[config.mk]
export PLATFORM = sky130hd
export DESIGN_NAME = ysyx_25040105_mc_core
export DESIGN_NICKNAME = d
export VERILOG_FILES = /design/src/rtl/ysyx_25040105_mc_core.sv
export SDC_FILE = /design/constraint.sdc
export NUM_CORES = 2
export LEC_CHECK = 0
export BUFFER_PORTS_ARGS = -buffer_cell sky130_fd_sc_hd__buf_2
export CAP_MARGIN = 10
export CORE_MARGIN = 2
export CORE_UTILIZATION = 49
export DETAILED_ROUTE_END_ITERATION = 10
export PLACE_DENSITY = 0.63
export REMOVE_ABC_BUFFERS = 1
export SYNTH_ARGS = -nofsm -noshare
export SYNTH_HDL_FRONTEND = slang
export SYNTH_SLANG_ARGS = --single-unit
[constraint.sdc]
create_clock -name clk -period 5.6 [get_ports clk]
set_input_delay 0.28 -clock clk [delete_from_list [all_inputs] [get_ports clk]]
set_output_delay 0.28 -clock clk [all_outputs]
set_load 0.05 [all_outputs]
[src/rtl/ysyx_25040105_mc_core.sv]
// Multi-cycle RV32I-subset core (FETCH/DECODE/EXEC/WB) with a fetch handshake,
// a fetch watchdog, an RV32E option, a debug register read port and registered halt status.
module ysyx_25040105_mc_core #(
   parameter int          NREG          = 32,
   parameter logic [31:0] RESET_PC      = 32'h8000_0000,
   parameter int          FETCH_TIMEOUT = 255,
   parameter int          TO_W          = 8
) (
   input  logic                    clk,
   input  logic                    rst,
   output logic                    imem_req,
   output logic [31:0]             imem_addr,
   input  logic                    imem_rvalid,
   input  logic [31:0]             imem_rdata,
   output logic [31:0]             pc,
   output logic                    retire,
   output logic [31:0]             retire_pc,
   output logic                    halted,
   output logic [1:0]              halt_code,
   input  logic [$clog2(NREG)-1:0] dbg_raddr,
   output logic [31:0]             dbg_rdata
);

   localparam int RW = $clog2(NREG);
   localparam logic [TO_W-1:0] WDOG_LAST = TO_W'((FETCH_TIMEOUT > 0) ? FETCH_TIMEOUT - 1 : 0);
   localparam logic [31:0] EBREAK = 32'h0010_0073;

   typedef enum logic [2:0] {S_FETCH, S_DECODE, S_EXEC, S_WB, S_HALT} state_t;
   typedef enum logic [3:0] {
      OP_ADD, OP_SUB, OP_ADDI, OP_LUI, OP_AUIPC, OP_JAL, OP_JALR, OP_EBREAK, OP_ILL
   } op_t;

   state_t          state_q;
   op_t             op_q;
   logic [31:0]     pc_q;
   logic [31:0]     ir_q;
   logic [TO_W-1:0] wdog_q;
   logic [31:0]     regs_q [NREG];
   logic [4:0]      rd_q;
   logic [31:0]     rs1Val_q;
   logic [31:0]     rs2Val_q;
   logic [31:0]     imm_q;
   logic            a0NonZero_q;
   logic [31:0]     result_q;
   logic [31:0]     nextPc_q;
   logic            retire_q;
   logic [31:0]     retirePc_q;
   logic            halted_q;
   logic [1:0]      haltCode_q;

   logic [6:0]  opcode;
   logic [2:0]  funct3;
   logic [6:0]  funct7;
   logic [4:0]  rs1Idx;
   logic [4:0]  rs2Idx;
   logic [4:0]  rdIdx;
   logic [31:0] immI;
   logic [31:0] immU;
   logic [31:0] immJ;

   assign opcode = ir_q[6:0];
   assign rdIdx  = ir_q[11:7];
   assign funct3 = ir_q[14:12];
   assign rs1Idx = ir_q[19:15];
   assign rs2Idx = ir_q[24:20];
   assign funct7 = ir_q[31:25];
   assign immI   = {{20{ir_q[31]}}, ir_q[31:20]};
   assign immU   = {ir_q[31:12], 12'b0};
   assign immJ   = {{12{ir_q[31]}}, ir_q[19:12], ir_q[20], ir_q[30:21], 1'b0};

   op_t         op_d;
   logic [31:0] imm_d;
   logic        useRs1_d;
   logic        useRs2_d;
   logic        useRd_d;
   logic        badIdx_d;
   logic [31:0] rs1Val_d;
   logic [31:0] rs2Val_d;

   // Decode also records which register fields the instruction actually uses, so
   // the RV32E build can reject only genuinely referenced upper registers.
   always_comb begin
      op_d     = OP_ILL;
      imm_d    = '0;
      useRs1_d = 1'b0;
      useRs2_d = 1'b0;
      useRd_d  = 1'b0;
      case (opcode)
         7'b0110011: begin
            if (funct3 == 3'b000 && funct7 == 7'b0000000) op_d = OP_ADD;
            else if (funct3 == 3'b000 && funct7 == 7'b0100000) op_d = OP_SUB;
            useRs1_d = 1'b1;
            useRs2_d = 1'b1;
            useRd_d  = 1'b1;
         end
         7'b0010011: begin
            if (funct3 == 3'b000) op_d = OP_ADDI;
            imm_d    = immI;
            useRs1_d = 1'b1;
            useRd_d  = 1'b1;
         end
         7'b0110111: begin
            op_d    = OP_LUI;
            imm_d   = immU;
            useRd_d = 1'b1;
         end
         7'b0010111: begin
            op_d    = OP_AUIPC;
            imm_d   = immU;
            useRd_d = 1'b1;
         end
         7'b1101111: begin
            op_d    = OP_JAL;
            imm_d   = immJ;
            useRd_d = 1'b1;
         end
         7'b1100111: begin
            if (funct3 == 3'b000) op_d = OP_JALR;
            imm_d    = immI;
            useRs1_d = 1'b1;
            useRd_d  = 1'b1;
         end
         default: ;
      endcase
      if (ir_q == EBREAK) begin
         op_d     = OP_EBREAK;
         useRs1_d = 1'b0;
         useRs2_d = 1'b0;
         useRd_d  = 1'b0;
      end
      badIdx_d = (NREG < 32) &&
                 ((useRs1_d && rs1Idx[4]) || (useRs2_d && rs2Idx[4]) || (useRd_d && rdIdx[4]));
   end

   assign rs1Val_d = (rs1Idx == 5'd0) ? 32'd0 : regs_q[rs1Idx[RW-1:0]];
   assign rs2Val_d = (rs2Idx == 5'd0) ? 32'd0 : regs_q[rs2Idx[RW-1:0]];

   logic [31:0] result_d;
   logic [31:0] nextPc_d;

   always_comb begin
      result_d = '0;
      nextPc_d = pc_q + 32'd4;
      case (op_q)
         OP_ADD:    result_d = rs1Val_q + rs2Val_q;
         OP_SUB:    result_d = rs1Val_q - rs2Val_q;
         OP_ADDI:   result_d = rs1Val_q + imm_q;
         OP_LUI:    result_d = imm_q;
         OP_AUIPC:  result_d = pc_q + imm_q;
         OP_JAL: begin
            result_d = pc_q + 32'd4;
            nextPc_d = pc_q + imm_q;
         end
         OP_JALR: begin
            result_d = pc_q + 32'd4;
            nextPc_d = (rs1Val_q + imm_q) & ~32'd1;
         end
         OP_EBREAK: nextPc_d = pc_q;
         default: ;
      endcase
   end

   // Main FSM; every externally visible status bit is a register updated here.
   always_ff @(posedge clk or negedge rst) begin
      if (!rst) begin
         state_q     <= S_FETCH;
         op_q        <= OP_ILL;
         pc_q        <= RESET_PC;
         ir_q        <= '0;
         wdog_q      <= '0;
         rd_q        <= '0;
         rs1Val_q    <= '0;
         rs2Val_q    <= '0;
         imm_q       <= '0;
         a0NonZero_q <= 1'b0;
         result_q    <= '0;
         nextPc_q    <= '0;
         retire_q    <= 1'b0;
         retirePc_q  <= '0;
         halted_q    <= 1'b0;
         haltCode_q  <= 2'd0;
         for (int i = 0; i < NREG; i++) regs_q[i] <= '0;
      end else begin
         retire_q <= 1'b0;
         case (state_q)
            S_FETCH: begin
               if (imem_rvalid) begin
                  ir_q    <= imem_rdata;
                  wdog_q  <= '0;
                  state_q <= S_DECODE;
               end else if ((FETCH_TIMEOUT > 0) && (wdog_q == WDOG_LAST)) begin
                  state_q    <= S_HALT;
                  halted_q   <= 1'b1;
                  haltCode_q <= 2'd2;
               end else begin
                  wdog_q <= wdog_q + 1'b1;
               end
            end
            S_DECODE: begin
               if (op_d == OP_ILL || badIdx_d) begin
                  state_q    <= S_HALT;
                  halted_q   <= 1'b1;
                  haltCode_q <= 2'd3;
               end else begin
                  op_q        <= op_d;
                  rd_q        <= rdIdx;
                  rs1Val_q    <= rs1Val_d;
                  rs2Val_q    <= rs2Val_d;
                  imm_q       <= imm_d;
                  a0NonZero_q <= (regs_q[10] != 32'd0);
                  state_q     <= S_EXEC;
               end
            end
            S_EXEC: begin
               if (nextPc_d[1]) begin
                  state_q    <= S_HALT;
                  halted_q   <= 1'b1;
                  haltCode_q <= 2'd3;
               end else begin
                  result_q   <= result_d;
                  nextPc_q   <= nextPc_d;
                  retire_q   <= 1'b1;
                  retirePc_q <= pc_q;
                  state_q    <= S_WB;
               end
            end
            S_WB: begin
               pc_q <= nextPc_q;
               if (op_q == OP_EBREAK) begin
                  state_q    <= S_HALT;
                  halted_q   <= 1'b1;
                  haltCode_q <= {1'b0, a0NonZero_q};
               end else begin
                  if (rd_q != 5'd0) regs_q[rd_q[RW-1:0]] <= result_q;
                  state_q <= S_FETCH;
               end
            end
            default: ;
         endcase
      end
   end

   assign imem_req  = (state_q == S_FETCH);
   assign imem_addr = pc_q;
   assign pc        = pc_q;
   assign retire    = retire_q;
   assign retire_pc = retirePc_q;
   assign halted    = halted_q;
   assign halt_code = haltCode_q;
   assign dbg_rdata = (dbg_raddr == '0) ? 32'd0 : regs_q[dbg_raddr];

endmodule
=== After elaboration in Yosys (flattened, before gate mapping) ===
Cells that the tools add are included.

* Register bits: 1302
* Input port bits: 40
* Output and inout bits: 133
* Logic and storage cells: 162

* $add $sub $neg: 6
* Magnitude comparators: 5
* Equality and inequality tests: 27
* Multiplexer cells: 46
* Bitwise operators: 7
* Reductions and logical operators: 23

{| class="wikitable"
|+ Operator list
! cell !! number
|-
| 1024-bit bitwise mux || 1
|-
| 32-bit binary-select mux with 5-bit select || 3
|-
| 32-bit two-way mux || 10
|-
| 32-bit one-hot mux with 3 select lines || 2
|-
| 32-bit one-hot mux with 6 select lines || 1
|-
| 32-bit demux with 5-bit select || 1
|-
| 32-bit adder || 3
|-
| 32-bit by 3-bit adder with 32-bit output (second input constant) || 1
|-
| 32-bit by 21-bit == test with 1-bit output (second input constant) || 1
|-
| 32-bit nonzero test || 1
|-
| 32-bit subtractor || 1
|-
| 6-bit greater-or-equal comparator (second input constant) || 4
|-
| 5-bit NOT with 6-bit output || 4
|-
| 4-bit one-hot mux with 6 select lines || 1
|-
| 7-bit by 6-bit == test with 1-bit output (second input constant) || 3
|-
| 4-bit two-way mux || 5
|-
| 4-bit by 3-bit == test with 1-bit output (second input constant) || 4
|-
| 8-bit two-way mux || 2
|-
| 5-bit zero test || 3
|-
| 3-bit two-way mux || 5
|-
| 7-bit by 5-bit == test with 1-bit output (second input constant) || 2
|-
| 7-bit == test (second input constant) || 2
|-
| 3-bit one-hot mux with 4 select lines || 1
|-
| 2-bit two-way mux || 5
|-
| other kinds (25) || 48
|}

=== Depth between registers and ports, before layout ===
* Depth in word-level cells: 9
* Depth in mapped cells: 17
* Depth with buffers taken out: 16

=== Worst setup path after synthesis ===
OpenSTA, ideal clock, no wires.

* Kind: register to register
* Start point: reg op_q[3]
* End point: reg result_q[20]
* Library setup time: 0.121 ns
* Data arrival time: 3.923 ns
* Data required time: 5.479 ns
* Setup slack: 1.556 ns
* Cell stages (with the launch flop): 17
* Buffers on the path: 2
* Period minus slack after synthesis: 4.044 ns
* Path through: dfstp_2 -> clkbuf_1 -> nor3_1 -> nand2_1 -> clkbuf_1 -> o31ai_1 -> xor2_1 -> ha_1 -> o211ai_1 -> a21o_1 -> a21bo_2 -> nor3b_1 -> o22ai_1 -> o41ai_1 -> xor2_1 -> o221ai_1 -> a22o_1

* Word-level cells in the longest chain between the ends: 4
* Elaborated cells on any way between the ends: 13
* Those cells by class: eq/ne (7); mux (2); bitwise (1); reduce/logical (3)

{| class="wikitable"
|+ Ends and longest elaborated chain
! what !! line !! text
|-
| start: declaration || 34 || <nowiki>op_t op_q;</nowiki>
|-
| start signal: assignment || 205 || <nowiki>op_q <= op_d;</nowiki>
|-
| 4-bit by 3-bit == test with 1-bit output || 144 || <nowiki>case (op_q)</nowiki>
|-
| 32-bit one-hot mux with 3 select lines || 144 ||
|-
| 1-bit NOT (no source line) || n/a ||
|-
| 2-bit AND reduction (no source line) || n/a ||
|-
| end signal: assignment || 220 || <nowiki>result_q <= result_d;</nowiki>
|-
| end: declaration || 44 || <nowiki>logic [31:0] result_q;</nowiki>
|}

Several ways; a longest one is shown, not always the timed one.
A chain may end at the register's enable or synchronous reset.

=== Worst setup path after layout ===
* Start point: reg rs2Val_q[8]
* End point: reg result_q[26]

* Word-level cells in the longest chain between the ends: 2
* Elaborated cells on any way between the ends: 3
* Those cells by class: add/sub (2); mux (1)

{| class="wikitable"
|+ Ends and longest elaborated chain
! what !! line !! text
|-
| start: declaration || 41 || <nowiki>logic [31:0] rs2Val_q;</nowiki>
|-
| start signal: assignment || 208 || <nowiki>rs2Val_q <= rs2Val_d;</nowiki>
|-
| 32-bit subtractor / 32-bit adder (equally long branches) || 146, 145 ||
|-
| 32-bit one-hot mux with 6 select lines (*) || 144 ||
|}

Mark *: on every way between the ends. The rest lies on a longest branch, timed or not.

==> reports/results.tsv <==
metric	value	unit
Initial Util	49.4	%
min cycle time layout	4.67	ns
Overall Power	20.5	mW
final hold viol count	0	
Root Driver	clkbuf_16	
worst vdd ir	265	uV
crit end category	flop	
headroom to the max-slew limit	14.6	%
RSZ-0062 raised after global routing	no	
clock tree sinks	1302	
max-slew violation count	0	
Worst EP required	6.29	ns
largest net degree at the start of global routing	154	
M2 GR Usage	49.6	%
met1 Use GR	46.7	%
Synth Area per Inst	13.8	sq um
routed wire length	278000	microns
CTS tree	built	
ys flop type	dfrtp_1	
clock latency at the later pin of the worst-skew pair	0.82	ns
Worst-Margin Slew	1.28	ns
DR WL/cell	34.5	microns
Synth Area in Compound Gates	5.70	%
P_int	15.9	mW
Sw Share	22.5	%
share of synthesized flip-flops with an asynchronous set or reset	100	%
Area growth syn-to-layout	10.4	%
number of global-route vias before repair	55700	
Clock Power Share	51.5	%
GRT Total Usage	33.4	%
Area after DPL	83400	sq um
Logic pwr share	2.5	%
r2r endpoint	result_q[26]	
EDFF count, synth	0	
Post-Syn Instances	5856	
Yosys cell types	84	
FF-to-FF path depth	15	
Ports	173	
First-pass DRT Iterations	6	
Synth Register Bits	1302	
Synth Area in Simple Gates	4.73	%
placed cells	7735	
maxcap violations	0	
CTS Buf Count	151	
Fin Clk Skew	0.0368	ns
status	completed	
antenna-violating nets left	0	
Post-Syn Area	80700	sq um
I/O Buffers	169	
fmax	0.214	GHz
Die Height	410	microns
number of nets in the layout	5888	
Post-Synth XOR/XNOR Area	1.57	%
final std cells w/o fill	8045	
reg2reg setup slack	0.93	ns
kind of critical path	reg -> reg	
drc violations	0	
cell area power density	230	nW/um^2
Vias	56000	
final setup fails	0	
worst path arrival time	5.36	ns
Die ar.	168000	sq um
Flop pwr share	46.0	%
share of cells above drive strength 1	45.6	%
largest family of logic cells by synthesized area	multiplexers	
Post-Route Setup TNS	0	ns
worst hold path type	in -> async	
Fillers	13200	
final instance area	89100	sq um
Net Sw Power	4.60	mW
adder-cell share of the synthesized area	1.55	%
Critical R2R Launch	rs2Val_q[8]	
Iteration-0 DRC Markers	6613	
grt met3 use	7.90	%
Core Area	163000	sq um
clock slew at reported path FFs	0.06	ns
first-pass GRT wire length	404000	microns
CTS HTree Levels	4	
Leak	39.0	nW
sequential share of the synthesized area	40.4	%
busiest layer in global routing	met2	
die width	410	microns
Max clock buf depth	3	
total gr overflow	0	
FP Rows	148	
mux contribution to synthesized area	42.7	%
period utilization	83.4	%
crit path max fanout	9	
warnings from Yosys	0	
GPL Wtd Cong	0.976	
type of origin of the critical path	flop	
Setup Fix Bufs, Post-CTS	0	
via/cell ratio	6.96	
antenna violations before repair	11	
Min Hold Slack	0.145	ns
Post-DP HPWL	173000	microns
==> power groups by stage <==
stage / registers (mW) / logic [mW] / clock network, mW
after detailed placement: 9.58 / 0.519 / 0
after global routing: 9.40 / 0.573 / 11.1
after CTS: 9.41 / 0.538 / 10.7
after global placement: 9.58 / 0.514 / 0
final: 9.41 / 0.522 / 10.5
after floorplan: 9.58 / 0.0999 / 0
==> routing by layer <==
metal / up-vias / share of wire, %
li1: 22600 / -
met1: 29900 / 40
met2: 2820 / 45
met3: 602 / 9.4
met4: 8 / 5.1
met5: - / 0.017
==> final cells by class <==
type	count	area (sq um)	share of cell area, %
multi-input combinational	3900	45600	51.2
inverter	33	124	0.139
clock inverter	56	764	0.858
timing repair buffer	361	2730	3.07
clock buffer	217	4480	5.03
tap	2175	2720	3.06
sequential	1302	32600	36.6
antenna	1	2.50	0.00281
==> what timing repair did <==
item                      CTS  global route
hold endpoints to repair  143             0
gates resized for setup     0             0
hold buffers               34             0
==> worst max-delay path by stage <==
stage	slack (ns)	start	to
finish	0.93	rs2Val_q[8]	result_q[26]
global route	0.35	rs2Val_q[8]	result_q[26]
CTS	0.86	rs2Val_q[8]	result_q[26]
detailed placement	0.88	rs2Val_q[8]	result_q[26]
global placement	0.80	rs2Val_q[8]	result_q[26]
floorplan	-7.96	ir_q[15]	halt_code[1]
==> cells in the final DEF (no fill, tap or decap), types with 34 or more instances in the layout <==
cell / n
a21o_1: 47
a21oi_1: 184
buf_2: 163
buf_4: 135
clkbuf_16: 157
dfrtp_1: 1289
dlygate4sd3_1: 34
ha_1: 97
mux2_2: 1068
mux2i_1: 93
mux4_2: 952
nand2_1: 349
nand3_1: 46
nor2_1: 152
nor3_1: 40
o21ai_0: 195
xnor2_1: 77
xor2_1: 68
==> cells in the mapped netlist (47+ instances only) <==
cell type  number  area [sq um]
nor2_1        165           619
o21ai_0       195           976
mux4_2        952         21400
xnor2_1        77           674
dfrtp_1      1300         32500
mux2_2       1068         12000
nand3_1        47           235
buf_2          98           490
a21o_1         48           360
a21oi_1       185           926
mux2i_1        93           931
nand2_1       360          1350
clkbuf_1      378          1420
xor2_1         68           596
buf_1         113           424
ha_1           97          1210
==> flip-flops by register name, indices dropped and copies added (netlist names), 4 cells and up <==
name	cells
wdog_q	8
ir_q	32
rd_q	5
regs_q	1024
rs1Val_q	32
op_q	4
nextPc_q	31
imm_q	32
result_q	32
retire_pc	31
imem_addr	31
rs2Val_q	32
==> cell families (layout without fill, tap and decap cells) <==
family                     Yosys count  after routing
and+or+nand+nor                    825            825
xor gates and xnor gates           145            145
buffers and inverters              656            667
AOI/OAI and AO/OA                  713            713
adders and majority gates           99             99
DFF                               1302           1302
other                                1              4
muxes                             2115           2115
==> per-stage QoR <==
step | worst slack [ns] | utilization [%]
final | 0.932 | 54.6
after global routing | 0.351 | 54.6
after CTS | 0.865 | 54.6
after detailed placement | 0.878 | 51.1
after global placement | 0.802 | 51.1
after floorplan | -7.96 | -
==> worst max-delay path, stage by stage, from the launching register on <==
cell and delay, ns:
dfrtp_1 0.42, or4_1 0.60, nor3_2 0.26, nand4_1 0.29, o41ai_1 0.40, xor2_1 0.12, ha_1 0.49, nand2_1 0.09
nor2_1 0.18, nand2_1 0.09, a2111oi_0 0.67, nor2_1 0.14, a21boi_0 0.25, xor2_1 0.13, a221oi_1 0.33, nor2_1 0.06
No activity file was read; power rests on OpenSTA's default activity.
